===== config.mk =====
export PLATFORM = sky130hd
export DESIGN_NAME = warp_pc_unit
export DESIGN_NICKNAME = d
export VERILOG_FILES = /design/src/rtl/warp_pc_unit.sv
export SDC_FILE = /design/constraint.sdc
export NUM_CORES = 1
export LEC_CHECK = 0
export BUFFER_PORTS_ARGS = -buffer_cell sky130_fd_sc_hd__buf_2
export CORE_ASPECT_RATIO = 1.25
export CORE_MARGIN = 3
export CORE_UTILIZATION = 35
export DETAILED_ROUTE_END_ITERATION = 10
export MAX_ROUTING_LAYER = met4
export PLACE_DENSITY = 0.51
export SKIP_LAST_GASP = 1
export SYNTH_ARGS = -nofsm -noshare
export SYNTH_HDL_FRONTEND = slang
export SYNTH_SLANG_ARGS = --single-unit

===== constraint.sdc =====
create_clock -name clk -period 8.3 [get_ports clk]
set_input_delay 1.66 -clock clk [delete_from_list [all_inputs] [get_ports clk]]
set_output_delay 1.66 -clock clk [all_outputs]
set_load 0.02 [all_outputs]

===== src/rtl/warp_pc_unit.sv =====
// Per-warp program counters with return-address stacks; resolves seq/branch/jump/call/ret/halt.
// Updates land one cycle after acceptance; reads are combinational; no backpressure, ignored updates are dropped.
module warp_pc_unit #(
    parameter int PC_ADDR_WIDTH = 8,
    parameter int NUM_WARPS     = 4,
    parameter int INSTR_BYTES   = 2,
    parameter int STACK_DEPTH   = 4,
    parameter int WARP_W        = $clog2(NUM_WARPS)
) (
    input  logic                     clk,
    input  logic                     reset,
    input  logic                     start,
    input  logic [PC_ADDR_WIDTH-1:0] start_pc,
    input  logic                     upd_valid,
    input  logic [WARP_W-1:0]        upd_warp,
    input  logic [3:0]               upd_opcode,
    input  logic                     cmp_lt,
    input  logic                     cmp_eq,
    input  logic [PC_ADDR_WIDTH-1:0] br_target,
    input  logic [WARP_W-1:0]        rd_warp,
    output logic [PC_ADDR_WIDTH-1:0] rd_pc,
    output logic                     rd_running,
    output logic                     upd_taken,
    output logic [NUM_WARPS-1:0]     warp_halted,
    output logic [NUM_WARPS-1:0]     stack_err,
    output logic                     all_done
);

    localparam int SP_W  = $clog2(STACK_DEPTH + 1);
    localparam int IDX_W = (STACK_DEPTH > 1) ? $clog2(STACK_DEPTH) : 1;
    localparam logic [SP_W-1:0]          DEPTH_SP = SP_W'(STACK_DEPTH);
    localparam logic [PC_ADDR_WIDTH-1:0] INC      = PC_ADDR_WIDTH'(INSTR_BYTES);

    typedef enum logic [1:0] {IDLE, RUN, HALTED} warp_state_t;

    warp_state_t              state_q [NUM_WARPS];
    logic [PC_ADDR_WIDTH-1:0] pc_q    [NUM_WARPS];
    logic [SP_W-1:0]          sp_q    [NUM_WARPS];
    logic [PC_ADDR_WIDTH-1:0] stack_q [NUM_WARPS][STACK_DEPTH];

    logic [PC_ADDR_WIDTH-1:0] cur_pc, seq, nxt_pc;
    logic [SP_W-1:0]          cur_sp, nxt_sp;
    logic [IDX_W-1:0]         top_idx, push_idx;
    logic                     accept, push, halt, err, taken;

    assign accept = upd_valid && !start && (state_q[upd_warp] == RUN);

    always_comb begin
        cur_pc   = pc_q[upd_warp];
        cur_sp   = sp_q[upd_warp];
        seq      = cur_pc + INC;
        top_idx  = IDX_W'(cur_sp - SP_W'(1));
        push_idx = IDX_W'(cur_sp);
        nxt_pc   = seq;
        nxt_sp   = cur_sp;
        push     = 1'b0;
        halt     = 1'b0;
        err      = 1'b0;
        taken    = 1'b0;
        case (upd_opcode)
            4'd4:  taken = !cmp_eq;
            4'd5:  taken = cmp_eq;
            4'd6:  taken = cmp_lt && !cmp_eq;
            4'd7:  taken = !cmp_lt && !cmp_eq;
            4'd8:  taken = 1'b1;
            4'd9: begin
                if (cur_sp < DEPTH_SP) begin
                    push   = 1'b1;
                    nxt_sp = cur_sp + SP_W'(1);
                    taken  = 1'b1;
                end else begin
                    err  = 1'b1;
                    halt = 1'b1;
                end
            end
            4'd10: begin
                if (cur_sp != '0) begin
                    nxt_sp = cur_sp - SP_W'(1);
                    taken  = 1'b1;
                end else begin
                    err  = 1'b1;
                    halt = 1'b1;
                end
            end
            4'd15: halt = 1'b1;
            default: ;
        endcase
        // Taken branch/jump/call go to br_target; a taken RET goes to the popped entry.
        if (halt)
            nxt_pc = cur_pc;
        else if (taken)
            nxt_pc = (upd_opcode == 4'd10) ? stack_q[upd_warp][top_idx] : br_target;
    end

    always_ff @(posedge clk) begin
        if (reset) begin
            for (int w = 0; w < NUM_WARPS; w++) begin
                state_q[w] <= IDLE;
                pc_q[w]    <= '0;
                sp_q[w]    <= '0;
            end
            stack_err <= '0;
            upd_taken <= 1'b0;
        end else if (start) begin
            for (int w = 0; w < NUM_WARPS; w++) begin
                state_q[w] <= RUN;
                pc_q[w]    <= start_pc;
                sp_q[w]    <= '0;
            end
            stack_err <= '0;
            upd_taken <= 1'b0;
        end else begin
            upd_taken <= accept && taken;
            if (accept) begin
                pc_q[upd_warp] <= nxt_pc;
                sp_q[upd_warp] <= nxt_sp;
                if (push)
                    stack_q[upd_warp][push_idx] <= seq;
                if (halt)
                    state_q[upd_warp] <= HALTED;
                if (err)
                    stack_err[upd_warp] <= 1'b1;
            end
        end
    end

    always_comb begin
        warp_halted = '0;
        for (int w = 0; w < NUM_WARPS; w++)
            warp_halted[w] = (state_q[w] == HALTED);
    end

    assign all_done   = &warp_halted;
    assign rd_pc      = pc_q[rd_warp];
    assign rd_running = (state_q[rd_warp] == RUN);

endmodule


* After elaboration in Yosys (flattened, before gate mapping)
Memories as Yosys holds them, arrays and structs flattened. Cells that the tools add are included.
Cells by class: $lt $le $gt $ge 6, add/subtract/negate cells 3, mux-type cells 61, bitwise gates (word level) 15, reduce and logical (&&, ||, !) cells 17, equal/unequal tests 14
Operators by type and width (count):
- $mux 8 | 11
- $mux 32 | 1
- $mux 1 | 27
- $mux 3 | 7
- $bmux 8 s2 | 1
- $demux 8 s2 | 1
- $eq 4x3->1 const B | 4
- $eq 4x4->1 const B | 4
- $mux 2 | 8
- $or 1x1->1 | 12
- $add 8x2->8 const B | 1
- $eq 2x2->1 const B | 4
- $reduce_or 8->1 | 1
- $logic_and 1x1->1 | 7
- $pmux 1 s7 | 1
- $ge 3x3->1 const B | 2
- $not 2->3 | 2
- $pmux 3 s2 | 1
- $eq 2x1->1 const B | 2
- $or 4x4->4 | 1
- $reduce_and 4->1 | 1
- $reduce_or 2->1 | 2
- $add 3x1->3 const B | 1
- $logic_not 1->1 | 3
- 11 further kinds | 11
Word-level totals: memory bits (writable) 180, bits in registers 5, memories kept 4, input bits 30, word-level logic and storage cells 122
Memories:
- stack_q | depth 4, width 32, rd ports 1, clocked after Yosys merged registers in 0, write ports 1, RTL line 39 | logic [PC_ADDR_WIDTH-1:0] stack_q [NUM_WARPS][STACK_DEPTH];
- pc_q | depth 4, width 8, rd ports 2, clocked after Yosys merged registers in 0, write ports 4, RTL line 37 | logic [PC_ADDR_WIDTH-1:0] pc_q [NUM_WARPS];
- sp_q | depth 4, width 3, rd ports 1, clocked after Yosys merged registers in 0, write ports 4, RTL line 38 | logic [SP_W-1:0] sp_q [NUM_WARPS];
- state_q | depth 4, width 2, rd ports 6, clocked after Yosys merged registers in 0, write ports 4, RTL line 36 | warp_state_t state_q [NUM_WARPS];

* Logic depth before layout (Yosys ltp)
Gate-level depths: netlist of the first run. An unclocked memory read counts as a cell.
depth in word-level cells 11, depth in mapped cells 14, depth with buffers taken out 9

* Worst setup path after synthesis of the first run
Ideal clock, no wire load.
path type input -> register, from input port upd_warp[1], to memory pc_q[1][3] (data pin), buffers on the path 4, arrival time 4.547 ns, setup slack 3.490 ns, data required time 8.036 ns, library setup time 0.264 ns, cell stages on the path 12, cells stage by stage buf_2 -> buf_4 -> buf_4 -> mux2_2 -> o21ai_0 -> ha_1 -> buf_1 -> mux4_2 -> and2_1 -> a221oi_2 -> a2bb2oi_2 -> o21ai_1
RTL lines:
- start: declaration | RTL line 15 | input logic [WARP_W-1:0] upd_warp,
- end: declaration | RTL line 37

* Final worst setup path of the first run
from input port upd_warp[0], to memory stack_q[1][1] in the netlist's numbering (enable)
Between the ends: cells in the longest elaborated chain, start to end 9, elaborated cells on any way between the ends 18, those cells by class order compare (3); eq/ne (1); mux (9); bitwise (1); reduce/logical (2); memory (2)
Ends and longest elaborated chain:
- $mem_v2 4x3
- $lt 3x3->1 | RTL line 67 | if (cur_sp < DEPTH_SP) begin
- $mux 1 | RTL line 67
- $mux 1 | RTL line 60 | case (upd_opcode)
- $mux 1 | RTL line 117 | if (push)
- $mux 1 | RTL line 114 | if (accept) begin
- $mux 1 | RTL line 104 | end else if (start) begin
- $mux 1 | RTL line 96 | if (reset) begin
- $mux 32 (not written as such) | RTL line 118 | stack_q[upd_warp][push_idx] <= seq;
- end: declaration | RTL line 39
Several ways; a longest one is shown, not always the timed one.

==> results of run 1 <==
synthesized netlist by cell type (6+ instances only):
master    number  share of area, %
buf_2          8              0.48
clkbuf_1      11              0.49
dfxtp_1       13               3.1
edfxtp_1     172                61
ha_1           6              0.89
inv_1          9              0.40
mux2_2         6              0.80
mux2i_1       12               1.4
mux4_1         8               2.5
mux4_2        46                12
nand2_1       29               1.3
nand3_1        6              0.36
nor2_1        47               2.1
nor2b_1        7              0.52
o21ai_0       15              0.89
o21ai_1       19               1.1
o31ai_1       10              0.89
registers in the layout (all words and copies together), names as in the netlist:
register	count
stack_q	128
pc_q	32
sp_q	12
state_q	8
stack_err	4
upd_taken	1
kinds of logic (layout without fill, tap and decap cells):
| group | after synthesis | after routing | synth area share, % |
|---|---|---|---|
| AOI/OAI and AO/OA | 92 | 92 | 7.74 |
| xor gates and xnor gates | 7 | 7 | 0.729 |
| adders and majority gates | 6 | 6 | 0.893 |
| buffers and inverters | 38 | 93 | 2.41 |
| DFF | 185 | 185 | 64.5 |
| muxes | 72 | 72 | 17.1 |
| and+or+nand+nor | 117 | 117 | 6.62 |
power by group through the flow:
stage,clock (W),sequential [W],combinational (W)
4_1_cts,0.000835,0.00106,0.000213
3_3_place_gp,0,0.00108,0.000210
5_1_grt,0.000878,0.00106,0.000228
2_1_floorplan,0,0.00108,0.000141
3_5_place_dp,0,0.00108,0.000212
6_report,0.000824,0.00106,0.000210
layer usage:
layer	routed length, um	track usage [%]	vias to the layer above
met1	8170	20.1	2488
met4	569	6.14	0
met3	748	2.88	33
met5	0	-	-
met2	10700	28.2	117
li1	-	-	2174
metrics by stage:
step	setup WS, ns	util [%]	power [W]
6_report	3.53	40.8	0.00210
5_1_grt	3.29	40.8	0.00217
4_1_cts	3.53	40.8	0.00211
3_5_place_dp	3.08	38.2	0.00129
3_3_place_gp	3.15	38.2	0.00129
2_1_floorplan	3.49	-	0.00122
final timing paths:
| check | from | end | slack (ns) | cells after the start |
|---|---|---|---|---|
| max | upd_warp[0] | stack_q[1][1] | 3.53 | 7 |
| min | state_q[3][1] | state_q[3][1] | 0.48 | 1 |
| max reg2reg | sp_q[2][0] | pc_q[1][3] | 5.01 | 8 |
| min reg2reg | state_q[3][1] | state_q[3][1] | 0.48 | 1 |
final cells by class:
cell class,count,area (um^2)
inverter,9,33.8
clock buffer,17,425
tap,288,360
sequential,185,5430
multi-input combinational,294,2810
timing repair buffer,52,273
fill,2098,13800
clock inverter,15,173
critical path, cell delays in order:
cell and delay, ns:
buf_4 0.41, buf_4 0.52, mux4_2 0.64, nand2b_1 0.25
nor2_1 0.48, nand2_1 0.22, nor2_1 0.62
==> results.yml, run 1 <==
detailed_routing:
  wl_um: 20200
  dr_total_vias: 4812
  drc_errors: 0
  via_per_inst: 5.60
  ant_nets: 0
  drtIter0Drc: 397
  wl_per_cell_um: 23.5
  drt_first_pass_iters: 4
floorplan:
  io_pins: 49
  die-area_um2: 25900
  initial_core_util_pct: 36.1
  die_y_um: 179
  core_um2: 23300
  die_x_um: 145
  num_rows: 62
setup_path:
  worstPathRequired_ns: 8.37
  endpoint_kind: "flip-flop"
  setup.worst_path.class: "in2reg"
  cp-start-kind: "input port"
  crit_path_max_fanout: 30
  crit_arrival_ns: 4.84
clocking:
  cts_setup_buffers: 0
  cts-resized-gates: 0
  cts_tree: "done"
  cts-root-buf: "clkbuf_16"
  numCtsBuffers: 17
  cts.htree.levels: 4
  cts-hold-fix-buffers: 0
  clock_path_buffers: 2
  cts_num_sinks: 185
  clkTransAtPathRegs_ns: 0.07
  clock_latency_ns: 0.44
run_status:
  status: "finished clean"
timing:
  hold_viol_final: 0
  min_period_ns: 4.77
  setup_viol: 0
  worst_pin_slew_ns: 1.01
  fin_setup_tns_ns: 0
  finalCritPeriodShare_pct: 57.4
  rsz0062_at_grt: "no"
  hold_ws_ns: 0.479
  fmax_ghz: 0.210
  fin_skew_ns: 0.0123
  slew_violations: 0
  slew_headroom_pct: 32.5
place:
  io_buffer_count: 48
  placed_cells: 828
  placed_cell_area_um2: 8900
  hpwlAfterDp_um: 14400
  place_congestion: 0.846
flow_run:
  maxCapViolCount: 0
global_route:
  grt_pass1_wl_um: 30500
  grt_pass1_vias: 4883
  grt_max_degree: 46
  antenna_found_initial: 0
  track_usage_pct: 16.7
  grt.overflow.total: 0
power_and_ir_drop:
  irDropWorstVdd_uv: 137
  pwr-share-clk_pct: 39.3
  pwr-share-comb_pct: 10.0
  swShare_pct: 25.5
  intPower_w: 0.00156
  p_switching_w: 0.000535
  leakage_nw: 3.24
  seqPwrFrac_pct: 50.6
  power.density_nw_per_um2: 221
logic_synthesis:
  syn_inst: 517
  syn_avg_cell_area_um2: 16.3
  syn_nets: 553
  syn_area_um2: 8410
  ys_warn_count: 0
  ys_seq_elements: 185
  synth_edf_count: 172
  synth.distinct_cells: 58
  synth-main-ff-cell: "edfxtp_1"
  synth_seq_area_share_pct: 64.5
  async_reset_ff_share_pct: 0
cells_and_area:
  final_common_cell: "edfxtp_1"
  n_antenna_cell: 0
  area_growth_pct: 13.1
  final_cell_mix: "172 x edfxtp_1, 47 x nor2_1, 47 x buf_2"
  fin_cells: 860
  num-nets-final: 595
  final_area_um2: 9500
  layout-drive-gt1-share_pct: 26.2
worst_hold_path:
  worstHoldPathType: "reg2reg"
Note: power is estimated with default switching activity, not from simulation.
==> run 2: changes to the inputs <==
--- a/config.mk
+++ b/config.mk
@@ -11,7 +11,7 @@
 export CORE_UTILIZATION = 35
 export DETAILED_ROUTE_END_ITERATION = 10
 export MAX_ROUTING_LAYER = met4
-export PLACE_DENSITY = 0.51
+export PLACE_DENSITY = 0.53
 export SKIP_LAST_GASP = 1
 export SYNTH_ARGS = -nofsm -noshare
 export SYNTH_HDL_FRONTEND = slang
==> constraint.sdc (replaced) <==
create_clock -name clk -period 4.2 [get_ports clk]
set_input_delay 0.84 -clock clk [delete_from_list [all_inputs] [get_ports clk]]
set_output_delay 0.84 -clock clk [all_outputs]
set_load 0.02 [all_outputs]
==> run 2 against run 1 <==
Against the previous run:
- combinational power up 100%
- die area unchanged
- clock power up 84%
- largest power group unchanged
- critical path type unchanged
- routed wire length up 2.2%
- via count up 3.5%
- design area up 1.7%
- sequential share of layout area down 0.95 points
- first-iteration DRC count down 3.3%
- largest cell class unchanged
==> results.yml, run 2 (same netlist as run 1, synthesis figures left out) <==
setup_path:
  setup.worst_path.class: "in2reg"
  endpoint_kind: "flip-flop"
  rr_startpoint: "pc_q[3][2]"
  r2r_cells: 6
  rrSetupSlack_ns: 1.22
  cp-start-kind: "input port"
  crit_arrival_ns: 3.68
  worstPathRequired_ns: 4.47
  crit_path_max_fanout: 26
  r2r-end: "pc_q[1][3]"
clocking:
  clock_path_buffers: 2
  cts-resized-gates: 0
  numCtsBuffers: 17
  clock_latency_ns: 0.43
  cts_num_sinks: 185
  cts-hold-fix-buffers: 0
  clkTransAtPathRegs_ns: 0.07
  cts.htree.levels: 4
  cts_tree: "done"
  cts_setup_buffers: 0
  cts-root-buf: "clkbuf_16"
cells_and_area:
  area_growth_pct: 15.0
  fin_cells: 888
  largest-register: "stack_q"
  ff_latch_area_um2: 5430
  largestRegisters: "stack_q: 128 flops, pc_q: 32 flops, sp_q: 12 flops"
  multi_input_area_um2: 2780
  n_fill_cell: 2093
  layout-drive-gt1-share_pct: 28.7
  largest_register_ffs: 128
  n_antenna_cell: 0
  num-nets-final: 623
  final_common_cell: "edfxtp_1"
  final_area_um2: 9670
  final_cell_mix: "172 x edfxtp_1, 47 x nor2_1, 47 x buf_2"
floorplan:
  core_um2: 23300
  initial_core_util_pct: 36.1
  io_pins: 49
  num_rows: 62
  die-area_um2: 25900
  die_y_um: 179
  die_x_um: 145
timing:
  fmax_ghz: 0.294
  min_period_ns: 3.41
  rsz0062_at_grt: "no"
  hold_ws_ns: 0.467
  fin_skew_ns: 0.0101
  slew_violations: 0
  fin_setup_tns_ns: 0
  setup_viol: 0
  setup_slack_ns: 0.794
  finalCritPeriodShare_pct: 81.1
  slew_headroom_pct: 14.5
  worst_pin_slew_ns: 1.28
  hold_viol_final: 0
global_route:
  track_usage_pct: 16.9
  grt_pass1_wl_um: 31100
  antenna_found_initial: 0
  grt_max_degree: 44
  grt.overflow.total: 0
  grt_pass1_vias: 5054
run_status:
  status: "finished clean"
detailed_routing:
  dr_total_vias: 4982
  wl_um: 20700
  drt_first_pass_iters: 5
  drc_errors: 0
  wl_per_cell_um: 23.3
  via_per_inst: 5.61
  drtIter0Drc: 384
  ant_nets: 0
place:
  place_congestion: 0.890
  io_buffer_count: 48
  placed_cells: 856
  dpl_worst_slack_ns: 0.369
  hpwlAfterDp_um: 14600
  placed_cell_area_um2: 9100
worst_hold_path:
  worstHoldPathType: "reg2reg"
  hold_start: "stack_err[0]"
  min_path_cells: 1
  min_to: "stack_err[0]"
power_and_ir_drop:
  power.density_nw_per_um2: 418
  leakage_nw: 3.36
  irDropWorstVdd_uv: 268
flow_run:
  maxCapViolCount: 0
run 2: cell types whose count changed in the layout (fill, tap and decap cells not counted), sizes merged:
cell / before / now
buf: 52 / 80
bufinv: 1 / 0
clkinv: 2 / 7
clkinvlp: 2 / 3
inv: 19 / 14
run 2: final cells by class:
cell class / instances / share of cell area (%)
tap: 288 / 3.73
sequential: 185 / 56.1
clock inverter: 15 / 1.46
timing repair buffer: 80 / 5.13
multi-input combinational: 294 / 28.8
inverter: 9 / 0.350
clock buffer: 17 / 4.40
run 2: where the power goes:
part / switching (W) / internal, W / total (W)
logic: 0.000263 / 0.000157 / 0.000420
registers: 0.0000155 / 0.00208 / 0.00209
clock network: 0.000739 / 0.000783 / 0.00152
total: 0.00102 / 0.00302 / 0.00404
run 2: critical path, stage by stage:
cell and delay, ns:
buf_2 0.15, buf_4 0.35, mux4_2 0.45, ha_1 0.27, xor2_1 1.01, o31ai_1 0.22
a2bb2oi_2 0.20, o21ai_1 0.16
run 2: how the worst max path moves through the flow:
stage          depth (start not counted)    endpoint         from  slack [ns]
2_1_floorplan                         12  pc_q[1][3]  upd_warp[1]        0.21
3_3_place_gp                           8  pc_q[1][7]  upd_warp[0]        0.57
3_5_place_dp                           8  pc_q[1][3]  upd_warp[1]        0.37
4_1_cts                                8  pc_q[1][3]  upd_warp[1]        0.83
5_1_grt                                8  pc_q[2][3]  upd_warp[1]        0.56
6_report                               8  pc_q[1][3]  upd_warp[1]        0.79
run 2: per-layer routing:
layer	share of wire, %	vias to the layer above	routed length (um)	track usage, %
li1	-	2235	-	-
met1	40	2598	8250	19.9
met2	55	133	11400	30.3
met3	3.6	16	742	2.51
met4	1.2	0	258	4.35
met5	0	-	0	-
run 2: stage by stage:
stage	power (W)	utilization, %
3_3_place_gp	0.00255	39.1
2_1_floorplan	0.00241	-
5_1_grt	0.00419	41.5
3_5_place_dp	0.00256	39.1
4_1_cts	0.00408	41.5
6_report	0.00404	41.5
